===== src/rtl/control_sequencer.sv =====
// Five-step T-state sequencer for an 8-bit microcoded CPU.
// Decodes step, opcode and flags into the datapath control strobes.
module control_sequencer (
   input  logic       clk,
   input  logic       clear,
   input  logic [3:0] opcode,
   input  logic       carry_flag,
   input  logic       zero_flag,
   output logic [2:0] step,
   output logic       halt,
   output logic       load_addr_reg,
   output logic       write_enable,
   output logic       output_enable,
   output logic       ir_load,
   output logic       ir_out,
   output logic       a_load,
   output logic       a_out,
   output logic       b_load,
   output logic       alu_out,
   output logic       alu_sub,
   output logic       flags_load,
   output logic       out_load,
   output logic       pc_inc,
   output logic       pc_out,
   output logic       pc_jump
);

   localparam logic [3:0] OP_LDA = 4'b0001;
   localparam logic [3:0] OP_ADD = 4'b0010;
   localparam logic [3:0] OP_SUB = 4'b0011;
   localparam logic [3:0] OP_STA = 4'b0100;
   localparam logic [3:0] OP_LDI = 4'b0101;
   localparam logic [3:0] OP_JMP = 4'b0110;
   localparam logic [3:0] OP_JC  = 4'b0111;
   localparam logic [3:0] OP_JZ  = 4'b1000;
   localparam logic [3:0] OP_OUT = 4'b1110;
   localparam logic [3:0] OP_HLT = 4'b1111;

   typedef enum logic [1:0] {
      ST_ARM,
      ST_RUN,
      ST_HALT
   } state_t;

   state_t     state_q, state_d;
   logic [2:0] step_q, step_d;

   always_ff @(posedge clk or posedge clear) begin
      if (clear) begin
         state_q <= ST_ARM;
         step_q  <= 3'd0;
      end else begin
         state_q <= state_d;
         step_q  <= step_d;
      end
   end

   assign step = step_q;

   // ST_ARM holds T0 for one extra edge after clear is released
   always_comb begin
      state_d = state_q;
      step_d  = step_q;
      unique case (state_q)
         ST_ARM: state_d = ST_RUN;
         ST_RUN: begin
            if (step_q == 3'd2 && opcode == OP_HLT)
               state_d = ST_HALT;
            else if (step_q >= 3'd4)
               step_d = 3'd0;
            else
               step_d = step_q + 3'd1;
         end
         ST_HALT: state_d = ST_HALT;
         default: begin
            state_d = ST_ARM;
            step_d  = 3'd0;
         end
      endcase
   end

   always_comb begin
      halt          = 1'b0;
      load_addr_reg = 1'b1;
      write_enable  = 1'b1;
      output_enable = 1'b0;
      ir_load       = 1'b0;
      ir_out        = 1'b0;
      a_load        = 1'b0;
      a_out         = 1'b0;
      b_load        = 1'b0;
      alu_out       = 1'b0;
      alu_sub       = 1'b0;
      flags_load    = 1'b0;
      out_load      = 1'b0;
      pc_inc        = 1'b0;
      pc_out        = 1'b0;
      pc_jump       = 1'b0;
      if (!clear) begin
         if (state_q == ST_HALT) begin
            halt = 1'b1;
         end else begin
            unique case (1'b1)
               step_q == 3'd0: begin
                  pc_out        = 1'b1;
                  load_addr_reg = 1'b0;
               end
               step_q == 3'd1: begin
                  output_enable = 1'b1;
                  ir_load       = 1'b1;
                  pc_inc        = 1'b1;
               end
               step_q == 3'd2: begin
                  case (opcode)
                     OP_LDA, OP_ADD, OP_SUB, OP_STA: begin
                        ir_out        = 1'b1;
                        load_addr_reg = 1'b0;
                     end
                     OP_LDI: begin
                        ir_out = 1'b1;
                        a_load = 1'b1;
                     end
                     OP_JMP: begin
                        ir_out  = 1'b1;
                        pc_jump = 1'b1;
                     end
                     OP_JC: begin
                        ir_out  = carry_flag;
                        pc_jump = carry_flag;
                     end
                     OP_JZ: begin
                        ir_out  = zero_flag;
                        pc_jump = zero_flag;
                     end
                     OP_OUT: begin
                        a_out    = 1'b1;
                        out_load = 1'b1;
                     end
                     OP_HLT: halt = 1'b1;
                     default: ;
                  endcase
               end
               step_q == 3'd3: begin
                  case (opcode)
                     OP_LDA: begin
                        output_enable = 1'b1;
                        a_load        = 1'b1;
                     end
                     OP_ADD, OP_SUB: begin
                        output_enable = 1'b1;
                        b_load        = 1'b1;
                     end
                     OP_STA: begin
                        a_out        = 1'b1;
                        write_enable = 1'b0;
                     end
                     default: ;
                  endcase
               end
               step_q == 3'd4: begin
                  if (opcode == OP_ADD || opcode == OP_SUB) begin
                     alu_out    = 1'b1;
                     a_load     = 1'b1;
                     flags_load = 1'b1;
                     alu_sub    = (opcode == OP_SUB);
                  end
               end
               default: ;
            endcase
         end
      end
   end

endmodule

===== config.mk =====
export PLATFORM = sky130hd
export DESIGN_NAME = control_sequencer
export DESIGN_NICKNAME = d
export VERILOG_FILES = /design/src/rtl/control_sequencer.sv
export SDC_FILE = /design/constraint.sdc
export NUM_CORES = 1
export LEC_CHECK = 0
export ABC_AREA = 1
export CAP_MARGIN = 20
export CORE_MARGIN = 2
export CORE_UTILIZATION = 28
export DETAILED_ROUTE_END_ITERATION = 10
export GPL_TIMING_DRIVEN = 0
export SYNTH_ARGS = -nofsm -noshare
export SYNTH_HDL_FRONTEND = slang
export SYNTH_SLANG_ARGS = --single-unit

===== constraint.sdc =====
create_clock -name clk -period 2.25 [get_ports clk]
set_input_delay 0.675 -clock clk [delete_from_list [all_inputs] [get_ports clk]]
set_output_delay 0.675 -clock clk [all_outputs]
set_load 0.01 [all_outputs]

==> results of run 1 <==
layer usage:
layer	part of all wire, %	vias up	GRT usage, %
li1	-	417	-
met4	0	0	3.85
met3	4.7	0	1.15
met1	40	336	16.2
met5	0	-	0
met2	55	14	26.6
logic make-up (layout without fill, tap and decap cells):
kind of cell,Yosys count,count (layout),synth area share (%)
compound gates,6,6,4.82
flops,5,5,19.3
fa+ha+maj,8,8,15.4
simple gates,68,68,46.6
buf+inv,22,61,13.9
final timing paths:
kind / start / end / slack (ns)
setup / recovery: opcode[2] / flags_load / 0.02
hold / removal: clear / step[1] / 0.38
setup reg to reg: state_q[0] / step[2] / 0.94
hold reg to reg: step[1] / step[1] / 0.54
max in group asynchronous: clear / step[0] / 1.68
min in group clk: step[1] / step[1] / 0.54
cells in the mapped netlist:
library cell	instances	area [sq um]
a21oi_1	1	5.00
buf_4	2	15.0
dfrtp_1	5	125
ha_1	8	100
inv_1	16	60.1
inv_2	4	15.0
nand2_1	28	105
nand2_2	4	25.0
nand3_1	10	50.1
nand3_2	1	10.0
nand4_1	1	6.26
nor2_1	19	71.3
nor2_2	2	12.5
nor2_4	1	11.3
nor3_1	1	5.00
nor4_1	1	6.26
o21ai_1	4	20.0
o22ai_1	1	6.26
state kept, by name (all words and copies together) (netlist names):
| signal | count |
|---|---|
| step | 3 |
| state_q | 2 |
cell type report:
class	instances	area share [%]
inverter	20	6.99
timing repair buffer	35	25.6
tap	28	3.26
buffer	2	1.40
sequential	5	11.9
multi-input combinational	82	48.4
clock buffer	4	2.45
repair_timing:
| action | CTS | global route |
|---|---|---|
| resized for setup | 83 | 27 |
| endpoints found under the setup margin | 16 | 12 |
| buffers inserted | 8 | 1 |
| pin swaps | 8 | 5 |
per-stage QoR:
stage	hold slack (ns)	setup WS, ns	instance area [sq um]	TNS, ns
final	0.379	0.0193	1070	0
after detailed placement	0.533	-0.733	945	-10.42
after global placement	0.534	-0.738	945	-10.34
after floorplan	0.454	0.259	649	0
after global routing	0.388	-0.0763	1070	-0.121
after CTS	0.376	-0.0336	1030	-0.0336
critical path, cell delays in order:
cell             delay (ns)
buf_6                  0.11
nor2_4                 0.12
buf_4                  0.14
nand3_4                0.09
nor2_4                 0.11
buf_4                  0.10
clkdlybuf4s15_2        0.21
placed cells by master, fill, tap and decap left out, drive strengths merged:
cell,instances
a21oi,1
buf,23
clkbuf,9
clkdlybuf4s15,3
clkdlybuf4s50,3
dfrtp,5
dlygate4sd2,3
ha,8
inv,20
nand2,32
nand3,11
nand4,1
nor2,22
nor3,1
nor4,1
o21ai,4
o22ai,1
where the power goes:
part	switching, uW	leakage [uW]	internal [uW]
sequential	27.3	0.0000625	123
clock	32.2	0.0000150	66.8
combinational	282	0.000490	235
==> impl_metrics.py, run 1 <==
metrics = {
    "finish": {
        "nFillCells": 240,
        "fin_nets": 165,
        "final_core_util_pct": 48.5,
        "regArea_sq_um": 128,
        "instances_no_fill": 176,
        "syn2layout_area_growth_pct": 65.3,
        "multi_input_area_sq_um": 519,
        "layout-drive-gt1-share_pct": 42.6,
        "antenna_cells": 0,
    },
    "grt": {
        "grt_usage_pct": 13.9,
        "grt_pass1_wl_microns": 2910,
        "grt_max_degree": 7,
        "grt-ovfl-total": 0,
        "antenna_found_initial": 0,
        "grt_pass1_vias": 697,
    },
    "hold_path": {
        "hold_class": "in -> async",
    },
    "detailed_routing": {
        "drc_errors": 0,
        "first_iter_violations": 5,
        "ant_nets": 0,
        "vias_per_cell": 4.36,
        "drtPass1Iterations": 2,
        "wl_per_cell_microns": 9.88,
        "drt-total-wl_microns": 1740,
        "num_vias": 767,
    },
    "sta": {
        "rsz0062_at_grt": "true",
        "worstMarginPinSlew_ns": 0.276,
        "finClkSkew_ns": 0.000799,
        "finalSetupViolCount": 0,
        "finalCritPeriodShare_pct": 99.1,
        "fmax_ghz": 0.448,
        "hold_viol": 0,
        "max_slew_margin_pct": 81.5,
        "period_needed_ns": 2.23,
        "maxSlewViolCount": 0,
    },
    "floorplanning": {
        "die_h_microns": 52.2,
        "rows": 17,
        "ios": 27,
        "start_util_pct": 29.4,
        "dieArea_sq_um": 2720,
        "die_w_microns": 52.2,
        "core-area_sq_um": 2210,
    },
    "critical_path": {
        "critPathKind": "in -> out",
        "end_kind": "primary output",
        "cp.arrival_ns": 1.56,
        "r2r_cells": 7,
        "start_kind": "input pin",
        "required_ns": 1.57,
        "critPathMaxFanout": 4,
    },
    "placement": {
        "dpl.cell_count": 163,
        "io_buffers": 26,
        "hpwl_microns": 1320,
        "place.gp.congestion": 0.822,
    },
    "clock_network": {
        "cts_tree": "built",
        "ctsHoldBuffers": 0,
        "clk_pin_slew_ns": 0.04,
        "htreeDepth": 1,
        "clk_latency_ns": 0.23,
        "clock_tree.buffer_depth": 2,
        "clkSinkCount": 5,
        "cts-root-buf": "clkbuf_4",
        "cts_made_buffers": 3,
    },
    "synth": {
        "ys_seq_area_share_pct": 19.3,
        "ys_warn_count": 0,
        "syn_inst": 109,
        "synth_area_sq_um": 649,
        "synth_seq_cells": 5,
        "synth_nets": 125,
        "synth_cell_types": 18,
        "syn_area_per_cell_sq_um": 5.96,
    },
    "power": {
        "p_per_area_nw_per_um2": 713,
        "fin_total_pwr_uw": 766,
        "peakVddDrop_mv": 0.582,
        "leakage_uw": 0.000567,
    },
    "status": {
        "outcome": "completed",
    },
    "flow_run": {
        "cap_violations": 0,
    },
}
(Power assumes the default switching activity.)
==> run 2: changes to the inputs <==
--- a/config.mk
+++ b/config.mk
@@ -5,7 +5,6 @@
 export SDC_FILE = /design/constraint.sdc
 export NUM_CORES = 1
 export LEC_CHECK = 0
-export ABC_AREA = 1
 export CAP_MARGIN = 20
 export CORE_MARGIN = 2
 export CORE_UTILIZATION = 28
==> impl_metrics.py, run 2 <==
metrics = {
    "critical_path": {
        "cp_slowest_cell": "dfrtp_2",
        "critPathKind": "reg -> out",
        "critical_path.cell_chain": "inv_2 -> ha_4 -> nand4b_4 -> or3b_4 -> a21oi_2 -> buf_2",
        "timing.rr.start": "step[0]",
        "worst_r2r_endpoint": "state_q[1]",
        "cp.arrival_ns": 1.67,
        "r2r_setup_slack_ns": 0.63,
        "start_kind": "flip-flop",
        "end_kind": "primary output",
        "r2r_cells": 6,
        "critPathMaxFanout": 3,
        "required_ns": 1.57,
        "cp_slowest_stage_delay_ns": 0.43,
    },
    "detailed_routing": {
        "first_iter_violations": 5,
        "drt-total-wl_microns": 2220,
        "drc_errors": 0,
        "vias_per_cell": 4.93,
        "drtPass1Iterations": 4,
        "num_vias": 808,
        "ant_nets": 0,
        "wl_per_cell_microns": 13.5,
    },
    "sta": {
        "final.setup.worst_slack_ns": -0.0961,
        "max_slew_margin_pct": 79.1,
        "finClkSkew_ns": 0.00472,
        "period_needed_ns": 2.35,
        "worstMarginPinSlew_ns": 0.313,
        "holdWs_ns": 0.442,
        "rsz0062_at_grt": "true",
        "finalCritPeriodShare_pct": 104,
        "fmax_ghz": 0.426,
        "maxSlewViolCount": 0,
        "hold_viol": 0,
        "finalSetupViolCount": 7,
    },
    "clock_network": {
        "clk_latency_ns": 0.24,
        "htreeDepth": 1,
        "cts_tree": "built",
        "clk_pin_slew_ns": 0.05,
        "clock_tree.buffer_depth": 2,
        "clkSinkCount": 5,
        "ctsHoldBuffers": 0,
        "cts-root-buf": "clkbuf_4",
        "cts_made_buffers": 3,
    },
    "finish": {
        "largest_reg_flops": 3,
        "layout-drive-gt1-share_pct": 59.0,
        "syn2layout_area_growth_pct": 73.2,
        "final_common_cell": "buf_4",
        "fin_nets": 151,
        "antenna_cells": 0,
        "stdcell_area_sq_um": 1240,
        "layout_common_cells": "buf_4, buf_2, buf_6, nand2_1, dlygate4sd2_1",
    },
    "placement": {
        "dpl_cell_area_sq_um": 1010,
        "place.gp.congestion": 0.719,
        "hpwl_microns": 1440,
        "place_ws_ns": -0.973,
        "io_buffers": 25,
    },
    "synth": {
        "yosys.area_share.xor_xnor_pct": 0,
        "synth_seq_cells": 5,
        "synth_nets": 105,
        "synth_top_family_by_area": "simple AND/OR/NAND/NOR gates",
        "yosysTopAreaCell": "dfrtp_1",
        "synth.area.top_cells": "dfrtp_1, ha_1, buf_4",
        "synth_area_sq_um": 718,
        "synth-edff-count": 0,
        "ys_seq_area_share_pct": 17.4,
        "synthTopCellsByCount": "ha_1, inv_1, nand2_1, nor2_1, dfrtp_1",
        "synthAdderAreaFrac_pct": 13.9,
        "syn_inst": 89,
        "muxShareOfSynthArea_pct": 3.14,
        "synth-simple-area-share_pct": 39.0,
        "ys.flop_type": "dfrtp_1",
        "async_flop_share_pct": 100,
        "ys_warn_count": 0,
        "synth_cell_types": 38,
        "syn_area_per_cell_sq_um": 8.07,
        "post-synth-top-count-cell": "ha_1",
        "synth_compound_area_share_pct": 17.2,
        "synth_top_area_share_pct": 17.4,
    },
    "hold_path": {
        "hold_class": "in -> async",
    },
    "grt": {
        "grt_pass1_vias": 780,
        "grt_pass1_wl_microns": 3360,
        "grt-ovfl-total": 0,
        "antenna_found_initial": 0,
        "grt_usage_pct": 15.5,
        "grt_max_degree": 11,
    },
    "floorplanning": {
        "dieArea_sq_um": 2990,
        "ios": 27,
        "die_w_microns": 54.6,
        "rows": 18,
        "start_util_pct": 29.3,
        "die_h_microns": 54.6,
        "core-area_sq_um": 2450,
    },
    "power": {
        "p_per_area_nw_per_um2": 718,
        "leakage_uw": 0.000541,
        "peakVddDrop_mv": 0.461,
    },
    "status": {
        "failed_checks": "negative setup slack",
        "outcome": "finished, violations left",
    },
    "flow_run": {
        "cap_violations": 0,
    },
}
-- run 2: report_power, final --
part           internal [uW]  total (uW)  switching (uW)  leakage, uW
Sequential               126         167            40.7    0.0000606
Clock                   67.0         104            36.6    0.0000150
Combinational            317         622             305     0.000465
Total                    511         893             382     0.000541
-- run 2: worst max-delay path by stage --
stage	start	end	slack (ns)
final	step[0]	a_out	-0.1
after global routing	step[0]	a_load	-0.17
after CTS	step[1]	a_load	-0.13
after detailed placement	opcode[2]	a_load	-0.97
after global placement	opcode[2]	a_load	-0.96
after floorplan	opcode[1]	pc_jump	0.06
-- run 2: cells by family after synthesis --
logic type	count (synthesis)
AND/OR/NAND/NOR	43
AO/OA/AOI/OAI	18
buffers and inverters	13
adder cells (fa/ha/maj)	8
flip-flops	5
multiplexers	2
-- run 2: what timing repair did --
| item | CTS | global route |
|---|---|---|
| pin swaps | 16 | 9 |
| setup endpoints to repair | 16 | 14 |
| gates cloned | 2 | 0 |
| resized for setup | 104 | 16 |
| buffers inserted | 8 | 6 |
-- run 2: critical path, delay by kind of cell, from the launching register on --
family / cells / cell delay (ns)
AND/OR/NAND/NOR: 2 / 0.48
AO/OA/AOI/OAI: 1 / 0.13
buffers and inverters: 2 / 0.22
adder cells (fa/ha/maj): 1 / 0.15
flip-flops: 1 / 0.43
-- run 2: area by class of cell --
| cell class | instances | area [sq um] |
|---|---|---|
| buffer | 6 | 60.1 |
| clock buffer | 4 | 26.3 |
| multi-input combinational | 71 | 663 |
| tap | 30 | 37.5 |
| timing repair buffer | 41 | 299 |
| fill | 245 | 1210 |
| sequential | 5 | 129 |
| inverter | 7 | 28.8 |
-- run 2: metrics by stage --
step	total power (uW)	TNS [ns]	std cells	util (%)
2_1_floorplan	467	0	89	-
3_3_place_gp	635	-12.49	144	41.0
3_5_place_dp	650	-12.68	144	41.0
4_1_cts	841	-0.387	158	47.6
5_1_grt	974	-1.03	164	50.7
6_report	893	-0.381	164	50.7
-- run 2: per-layer routing --
metal	GRT usage [%]	up-vias	part of all wire, %
li1	-	410	-
met1	17.1	383	42
met2	30.0	15	54
met3	1.64	0	4.5
met4	5.00	0	0
met5	0	-	0
